File: src/rtl/uart_rx_os.sv
// uart_rx_os: oversampled UART receiver (5..9 data bits, optional parity, 1-2 stop bits)
// with a one-deep acknowledged output register and a sticky overrun flag.
module uart_rx_os #(
   parameter int unsigned DATA_BITS = 8,
   parameter int unsigned OS_RATE   = 16,
   parameter int unsigned STOP_BITS = 1
) (
   input  logic                 clk,
   input  logic                 reset,
   input  logic                 os_tick,
   input  logic                 rx,
   input  logic                 parity_en,
   input  logic                 parity_odd,
   input  logic                 rx_ack,
   output logic [DATA_BITS-1:0] rx_data,
   output logic                 rx_valid,
   output logic                 busy,
   output logic                 frame_err,
   output logic                 parity_err,
   output logic                 overrun
);

   localparam int unsigned CNT_W = $clog2(OS_RATE);
   localparam int unsigned IDX_W = 4;
   localparam int unsigned HALF  = OS_RATE / 2;

   typedef enum logic [2:0] {
      S_IDLE,
      S_START,
      S_DATA,
      S_PARITY,
      S_STOP
   } state_t;

   logic                 r_rx_meta;
   logic                 r_rx_s;
   state_t               r_state;
   logic [CNT_W-1:0]     r_cnt;
   logic [IDX_W-1:0]     r_idx;
   logic [DATA_BITS-1:0] r_shift;
   logic                 r_par_en;
   logic                 r_par_odd;
   logic                 r_par_bad;
   logic                 r_stop_bad;
   logic                 r_need_high;
   logic                 r_cmp;
   logic                 r_cmp_ferr;
   logic                 r_cmp_perr;
   logic [DATA_BITS-1:0] r_rx_data;
   logic                 r_rx_valid;
   logic                 r_busy;
   logic                 r_frame_err;
   logic                 r_parity_err;
   logic                 r_overrun;

   state_t               w_state_nxt;
   logic [CNT_W-1:0]     w_cnt_nxt;
   logic [IDX_W-1:0]     w_idx_nxt;
   logic [DATA_BITS-1:0] w_shift_nxt;
   logic                 w_par_en_nxt;
   logic                 w_par_odd_nxt;
   logic                 w_par_bad_nxt;
   logic                 w_stop_bad_nxt;
   logic                 w_need_high_nxt;
   logic                 w_done;
   logic                 w_cnt_end;
   logic                 w_cnt_half;

   assign w_cnt_end  = (r_cnt == CNT_W'(OS_RATE - 1));
   assign w_cnt_half = (r_cnt == CNT_W'(HALF - 1));

   // Two-flop synchronizer for the asynchronous serial line
   always_ff @(posedge clk) begin
      if (reset) begin
         r_rx_meta <= 1'b1;
         r_rx_s    <= 1'b1;
      end else begin
         r_rx_meta <= rx;
         r_rx_s    <= r_rx_meta;
      end
   end

   always_ff @(posedge clk) begin
      if (reset) begin
         r_state <= S_IDLE;
      end else begin
         r_state <= w_state_nxt;
      end
   end

   always_comb begin
      w_state_nxt     = r_state;
      w_cnt_nxt       = r_cnt;
      w_idx_nxt       = r_idx;
      w_shift_nxt     = r_shift;
      w_par_en_nxt    = r_par_en;
      w_par_odd_nxt   = r_par_odd;
      w_par_bad_nxt   = r_par_bad;
      w_stop_bad_nxt  = r_stop_bad;
      w_need_high_nxt = r_need_high;
      w_done          = 1'b0;
      case (r_state)
         S_IDLE: begin
            // After a frame error the line must be seen idle before re-arming
            if (r_rx_s) begin
               w_need_high_nxt = 1'b0;
            end
            if (os_tick && !r_rx_s && !r_need_high) begin
               w_state_nxt = S_START;
               w_cnt_nxt   = '0;
            end
         end
         S_START: begin
            if (os_tick) begin
               if (w_cnt_half) begin
                  if (!r_rx_s) begin
                     w_state_nxt    = S_DATA;
                     w_cnt_nxt      = '0;
                     w_idx_nxt      = '0;
                     w_par_en_nxt   = parity_en;
                     w_par_odd_nxt  = parity_odd;
                     w_par_bad_nxt  = 1'b0;
                     w_stop_bad_nxt = 1'b0;
                  end else begin
                     w_state_nxt = S_IDLE;
                  end
               end else begin
                  w_cnt_nxt = r_cnt + CNT_W'(1);
               end
            end
         end
         S_DATA: begin
            if (os_tick) begin
               if (w_cnt_end) begin
                  w_cnt_nxt   = '0;
                  w_shift_nxt = {r_rx_s, r_shift[DATA_BITS-1:1]};
                  if (r_idx == IDX_W'(DATA_BITS - 1)) begin
                     w_idx_nxt   = '0;
                     w_state_nxt = r_par_en ? S_PARITY : S_STOP;
                  end else begin
                     w_idx_nxt = r_idx + IDX_W'(1);
                  end
               end else begin
                  w_cnt_nxt = r_cnt + CNT_W'(1);
               end
            end
         end
         S_PARITY: begin
            if (os_tick) begin
               if (w_cnt_end) begin
                  w_cnt_nxt     = '0;
                  w_par_bad_nxt = (r_rx_s != ((^r_shift) ^ r_par_odd));
                  w_state_nxt   = S_STOP;
               end else begin
                  w_cnt_nxt = r_cnt + CNT_W'(1);
               end
            end
         end
         S_STOP: begin
            if (os_tick) begin
               if (w_cnt_end) begin
                  w_cnt_nxt      = '0;
                  w_stop_bad_nxt = r_stop_bad | ~r_rx_s;
                  if (r_idx == IDX_W'(STOP_BITS - 1)) begin
                     w_idx_nxt       = '0;
                     w_done          = 1'b1;
                     w_need_high_nxt = w_stop_bad_nxt;
                     w_state_nxt     = S_IDLE;
                  end else begin
                     w_idx_nxt = r_idx + IDX_W'(1);
                  end
               end else begin
                  w_cnt_nxt = r_cnt + CNT_W'(1);
               end
            end
         end
         default: begin
            w_state_nxt = S_IDLE;
         end
      endcase
   end

   always_ff @(posedge clk) begin
      if (reset) begin
         r_cnt       <= '0;
         r_idx       <= '0;
         r_shift     <= '0;
         r_par_en    <= 1'b0;
         r_par_odd   <= 1'b0;
         r_par_bad   <= 1'b0;
         r_stop_bad  <= 1'b0;
         r_need_high <= 1'b0;
         r_cmp       <= 1'b0;
         r_cmp_ferr  <= 1'b0;
         r_cmp_perr  <= 1'b0;
      end else begin
         r_cnt       <= w_cnt_nxt;
         r_idx       <= w_idx_nxt;
         r_shift     <= w_shift_nxt;
         r_par_en    <= w_par_en_nxt;
         r_par_odd   <= w_par_odd_nxt;
         r_par_bad   <= w_par_bad_nxt;
         r_stop_bad  <= w_stop_bad_nxt;
         r_need_high <= w_need_high_nxt;
         r_cmp       <= w_done;
         r_cmp_ferr  <= w_stop_bad_nxt;
         r_cmp_perr  <= r_par_bad;
      end
   end

   // Result stage: applies the completed frame one clk after the last stop sample
   always_ff @(posedge clk) begin
      if (reset) begin
         r_rx_data    <= '0;
         r_rx_valid   <= 1'b0;
         r_busy       <= 1'b0;
         r_frame_err  <= 1'b0;
         r_parity_err <= 1'b0;
         r_overrun    <= 1'b0;
      end else begin
         r_busy       <= (w_state_nxt != S_IDLE);
         r_frame_err  <= r_cmp & r_cmp_ferr;
         r_parity_err <= r_cmp & r_cmp_perr;
         if (r_cmp && !r_cmp_ferr && !r_cmp_perr) begin
            r_rx_data  <= r_shift;
            r_rx_valid <= 1'b1;
            if (r_rx_valid && !rx_ack) begin
               r_overrun <= 1'b1;
            end
         end else if (rx_ack) begin
            r_rx_valid <= 1'b0;
         end
      end
   end

   assign rx_data    = r_rx_data;
   assign rx_valid   = r_rx_valid;
   assign busy       = r_busy;
   assign frame_err  = r_frame_err;
   assign parity_err = r_parity_err;
   assign overrun    = r_overrun;

endmodule

File: config.mk
export PLATFORM = sky130hd
export DESIGN_NAME = uart_rx_os
export DESIGN_NICKNAME = d
export VERILOG_FILES = /design/src/rtl/uart_rx_os.sv
export SDC_FILE = /design/constraint.sdc
export NUM_CORES = 1
export LEC_CHECK = 0
export CAP_MARGIN = 10
export CORE_MARGIN = 2
export CORE_UTILIZATION = 35
export CTS_CLUSTER_SIZE = 30
export DETAILED_ROUTE_END_ITERATION = 8
export PLACE_DENSITY = 0.67
export RECOVER_POWER = 100
export SLEW_MARGIN = 15
export SYNTH_ARGS = -nofsm -noshare
export SYNTH_HDL_FRONTEND = slang
export SYNTH_SLANG_ARGS = --single-unit
File: constraint.sdc
create_clock -name clk -period 1.75 [get_ports clk]
set_input_delay 0.2625 -clock clk [delete_from_list [all_inputs] [get_ports clk]]
set_output_delay 0.2625 -clock clk [all_outputs]
set_load 0.05 [all_outputs]
==> impl_metrics.tcl, run 1 <==
set metrics [dict create \
    status "finished, final reports clean" \
    p_total_mw 1.66 \
    min_period_ps 1710 \
    yosysUniqueCellTypes 44 \
    yosysWarningCount 0 \
    yosysMostFrequentCell "dfxtp_1" \
    syn_nets 227 \
    synth_mux_area_share_pct 10.5 \
    finalNonFillerCells 324 \
    fin_ws_ps 40.0 \
    grt_max_degree 39 \
    met2_length_microns 1830 \
    grtUsageTotal_pct 14.5 \
    first_global_vias 1579 \
    cts.sinks 41 \
    cp.buffers_inverters 1 \
    synth_top_family_by_area "simple AND/OR/NAND/NOR gates" \
    crit_fanout 2 \
    drt_iter0_drc 98 \
    grt_pass1_wl_microns 7090 \
    reg2reg_from "r_idx[0]" \
    gr-total-overflow 0 \
    port_buffers 19 \
    synth_top_cells_by_count "41 x dfxtp_1, 37 x nor2_1, 20 x mux2i_1, 16 x a21oi_1, 9 x inv_1" \
    setup_viol 0 \
    final_core_util_pct 45.9 \
    min_path_type "reg -> reg" \
    numCtsBuffers 5 \
    synth_compound_area_share_pct 11.5 \
    seqCellArea_sq_um 825 \
    peakVddDrop_uv 376 \
    power_density_nw_per_um2 697 \
    initial_core_util_pct 36.8 \
    antennaDiodeCount 0 \
    yosysTopAreaCellShare_pct 42.9 \
    fmax_mhz 585 \
    ctsHoldBuffers 0 \
    die_h_microns 78.0 \
    path_clk_slew_ps 80 \
    p_leak_nw 0.926 \
    drt_wl_total_microns 3980 \
    drc 0 \
    highest_layer "met4" \
    async_flop_share_pct 0 \
    cts_tree "yes" \
    crit_path_max_incr_delay_ps 810 \
    critPathLaunch "overrun" \
    max_cap_viol_count 0 \
    ys_seq_area_share_pct 42.9 \
    yosys.area.top_type "dfxtp_1" \
    slowest_stage "clkdlybuf4s50_1" \
    synth_fa_ha_area_share_pct 1.96 \
    coreArea_sq_um 5200 \
    ios 20 \
    ys_ff_latch 41 \
    ys_top_cells_by_area "dfxtp_1 43%, mux2i_1 10%, nor2_1 7.3%" \
    vias 1611 \
    syn_to_final_growth_pct 24.7 \
    cp_data_required_time_ps 1490 \
    slew_headroom_pct 53.7 \
    cp_data_arrival_time_ps 1450 \
    met1_length_microns 1880 \
    dpl.hpwl_microns 2820 \
    wl_met3_microns 206 \
    worst_pin_slew_ps 695 \
    hold_path.startpoint "r_rx_meta" \
    crit_type "reg -> out" \
    synth_cells 217 \
    cts_max_level 2 \
    hold_ws_ps 414 \
    layout-drive-gt1-share_pct 16.5 \
    yosys.area_share.xor_xnor_pct 4.84 \
    synth_edf_count 0 \
    rows 26 \
    place_congestion 0.869 \
    multiInputGateArea_sq_um 1030 \
    rsz0062_at_grt "no" \
    path_delay_family "buffers and inverters" \
    syn_area_sq_um 1910 \
    hold_viol 0 \
    dp_cells 316 \
    design.die.area_sq_um 6080 \
    nFillCells 541 \
    synthSimpleGateAreaFrac_pct 23.9 \
    antenna_found_initial 0 \
    path_cells "clkdlybuf4s50_1" \
    die_x_microns 78.0 \
    nNetsFinal 263 \
    root_buffer "clkbuf_8" \
    skew_ps 5.96 \
    syn_avg_cell_area_sq_um 8.82 \
    end_kind "output pin" \
    min_period_over_period_pct 97.7 \
    synth-main-ff-cell "dfxtp_1" \
    maxSlewViolCount 0 \
    dr.pass1.iters 4 \
    max-clock-path-buffers 2 \
    wl_per_cell_microns 12.3 \
    pre_cts_slack_ps -96.0 \
    clk_latency_ps 300 \
    ant_nets 0 \
    startpoint_type "register" \
    via_per_inst 4.97 \
]
placed cells by master (no fill, tap or decap), types with 2 or more instances in the layout:
cell	n
buf_4	17
ha_1	2
clkdlybuf4s50_1	9
nor3b_1	2
a21oi_1	16
or3_1	3
buf_12	2
mux2i_1	20
nand3_1	5
nand4_1	2
nor2b_1	4
or4b_1	2
a31oi_1	3
dfxtp_1	38
o21ai_1	5
or2_2	2
inv_1	9
clkbuf_8	6
nor3_1	7
xnor2_1	7
dfxtp_2	3
o21ai_0	3
nor2_1	37
nand2b_1	2
and3b_1	2
nand2_1	6
dlygate4sd3_1	2
clkbuf_1	9
or4_1	2
a21o_1	2
through the flow:
step           instance area, sq um  setup TNS [ps]
4_1_cts                        2410               0
2_1_floorplan                  1910               0
3_3_place_gp                   2310            -234
5_1_grt                        2390               0
3_5_place_dp                   2310            -332
6_report                       2390               0
state kept, by name, summed over array words and instances (netlist names), 3 cells and up:
name,count
r_shift,8
r_state,3
r_cnt,4
rx_data,8
r_idx,4
area by class of cell:
class	count	area share, %
multi-input cells	156	43.0
flip-flops and latches	41	34.5
repair buffers	40	13.4
well taps	70	3.67
clock buffers	6	3.46
inverters	9	1.42
clock inverters	2	0.577
final timing paths:
path	slack [ps]	cells past startpoint	endpoint
hold / removal	410	1	r_rx_s
setup reg to reg	100	8	r_idx[2]
setup / recovery	40	1	overrun
hold reg to reg	410	1	r_rx_s
cells by family after synthesis:
| kind of cell | after synthesis |
|---|---|
| xor+xnor | 9 |
| compound gates | 36 |
| simple gates | 88 |
| fa+ha+maj | 3 |
| flops | 41 |
| mux | 20 |
| buf+inv | 20 |
per-layer routing:
metal / up-vias / GRT usage (%)
li1: 823 / -
met1: 757 / 18.3
met2: 25 / 23.4
met3: 6 / 4.07
met4: 0 / 5.79
met5: - / 0
where the power goes:
group | switching, mW | internal, mW | total (mW)
Combinational | 0.0378 | 0.0352 | 0.0731
Clock | 0.331 | 0.320 | 0.651
Sequential | 0.00405 | 0.936 | 0.940
what timing repair did:
item,in CTS,in global routing
endpoints found under the setup margin,2,9
resized for setup,1,9
pin swaps,0,1
buffers inserted,0,0
Note: power is estimated with default switching activity, not from simulation.
==> run 2, diff against run 1 <==
--- a/config.mk
+++ b/config.mk
@@ -7,10 +7,10 @@
 export LEC_CHECK = 0
 export CAP_MARGIN = 10
 export CORE_MARGIN = 2
-export CORE_UTILIZATION = 35
+export CORE_UTILIZATION = 37
 export CTS_CLUSTER_SIZE = 30
 export DETAILED_ROUTE_END_ITERATION = 8
-export PLACE_DENSITY = 0.67
+export PLACE_DENSITY = 0.69
 export RECOVER_POWER = 100
 export SLEW_MARGIN = 15
 export SYNTH_ARGS = -nofsm -noshare
==> constraint.sdc (replaced) <==
create_clock -name clk -period 1.75 [get_ports clk]
set_input_delay 0.4375 -clock clk [delete_from_list [all_inputs] [get_ports clk]]
set_output_delay 0.4375 -clock clk [all_outputs]
set_load 0.05 [all_outputs]
==> impl_metrics.tcl, run 2 (synthesized netlist as in run 1, its figures left out) <==
set metrics [dict create \
    die_h_microns 75.9 \
    first_global_vias 1619 \
    dp_cells 319 \
    layout-drive-gt1-share_pct 20.2 \
    worst_pin_slew_ps 608 \
    crit_type "reg -> reg" \
    min_period_ps 1670 \
    max_cap_viol_count 0 \
    cts_tree "yes" \
    gr-total-overflow 0 \
    cts_max_level 2 \
    end_kind "register" \
    design.die.area_sq_um 5770 \
    place_congestion 0.866 \
    p_leak_nw 0.951 \
    via_per_inst 4.96 \
    skew_ps 5.97 \
    drt_wl_total_microns 4010 \
    port_buffers 19 \
    final_cell_mix "37 x nor2_1, 37 x dfxtp_1, 20 x mux2i_1" \
    hold_ws_ps 412 \
    coreArea_sq_um 5040 \
    dr.pass1.iters 4 \
    startpoint_type "register" \
    grt_max_degree 30 \
    die_x_microns 75.9 \
    crit_fanout 3 \
    dpl.hpwl_microns 2900 \
    vias 1622 \
    hold_viol 0 \
    root_buffer "clkbuf_8" \
    cp_data_required_time_ps 1920 \
    rows 26 \
    max-clock-path-buffers 2 \
    clk_latency_ps 290 \
    nNetsFinal 266 \
    peakVddDrop_uv 576 \
    min_path_type "reg -> reg" \
    min_period_over_period_pct 95.7 \
    grt_pass1_wl_microns 7130 \
    path_clk_slew_ps 80 \
    ant_nets 0 \
    antenna_found_initial 0 \
    numCtsBuffers 5 \
    drt_iter0_drc 66 \
    cp_data_arrival_time_ps 1840 \
    grtUsageTotal_pct 14.9 \
    rsz0062_at_grt "no" \
    finalNonFillerCells 327 \
    cts.sinks 41 \
    syn_to_final_growth_pct 27.5 \
    maxSlewViolCount 0 \
    power_density_nw_per_um2 733 \
    initial_core_util_pct 38.0 \
    ios 20 \
    wl_per_cell_microns 12.3 \
    setup_viol 0 \
    slew_headroom_pct 59.6 \
    status "finished, final reports clean" \
    drc 0 \
    antennaDiodeCount 0 \
    fmax_mhz 597 \
]
## run 2: final timing paths
| path | startpoint | endpoint | slack (ps) | cells past startpoint |
|---|---|---|---|---|
| min reg2reg | r_rx_meta | r_rx_s | 410 | 1 |
| max | r_idx[1] | busy | 80 | 7 |
| max reg2reg | r_idx[1] | busy | 80 | 7 |
| min | r_rx_meta | r_rx_s | 410 | 1 |
## run 2: critical path, stage by stage, from the launching register on
cell,delay [ps]
dfxtp_2,320
inv_1,60
ha_1,130
or3b_4,410
nor3_4,160
nor2_1,80
nor4_1,260
a21oi_1,120
## run 2: area by class of cell
cell class / count / area, sq um
Clock inverter: 1 / 30.0
Tap cell: 70 / 87.6
Multi-Input combinational cell: 156 / 1080
Clock buffer: 7 / 86.3
Sequential cell: 41 / 826
Fill cell: 498 / 2600
Inverter: 9 / 33.8
Timing Repair Buffer: 43 / 298
## run 2: per-layer routing
layer | GRT usage, % | share of wire (%)
met1 | 18.6 | 47
met2 | 25.1 | 47
met3 | 4.17 | 4.3
met4 | 4.55 | 1.3
met5 | 0 | 0
## run 2: what timing repair did
action	in CTS	in global routing
setup buffers	0	0
endpoints found under the setup margin	5	13
pin swaps	0	6
resized for setup	5	18
gates cloned	0	0
hold buffers	0	0
## run 2: through the flow
step | worst slack [ps] | util (%) | instance area (sq um) | TNS, ps | power [mW]
floorplan | 77.2 | - | 1910 | 0 | 1.00
global placement | -269 | 45.7 | 2300 | -3970 | 1.04
detailed placement | -327 | 45.7 | 2300 | -4510 | 1.04
CTS | 10.8 | 48.5 | 2440 | 0 | 1.82
global route | 0.286 | 48.4 | 2440 | 0 | 1.87
finish | 75.9 | 48.4 | 2440 | 0 | 1.79
## run 2: where the power goes
group          switching, mW  internal [mW]
sequential           0.00391          0.936
clock                  0.307          0.465
combinational         0.0399         0.0369
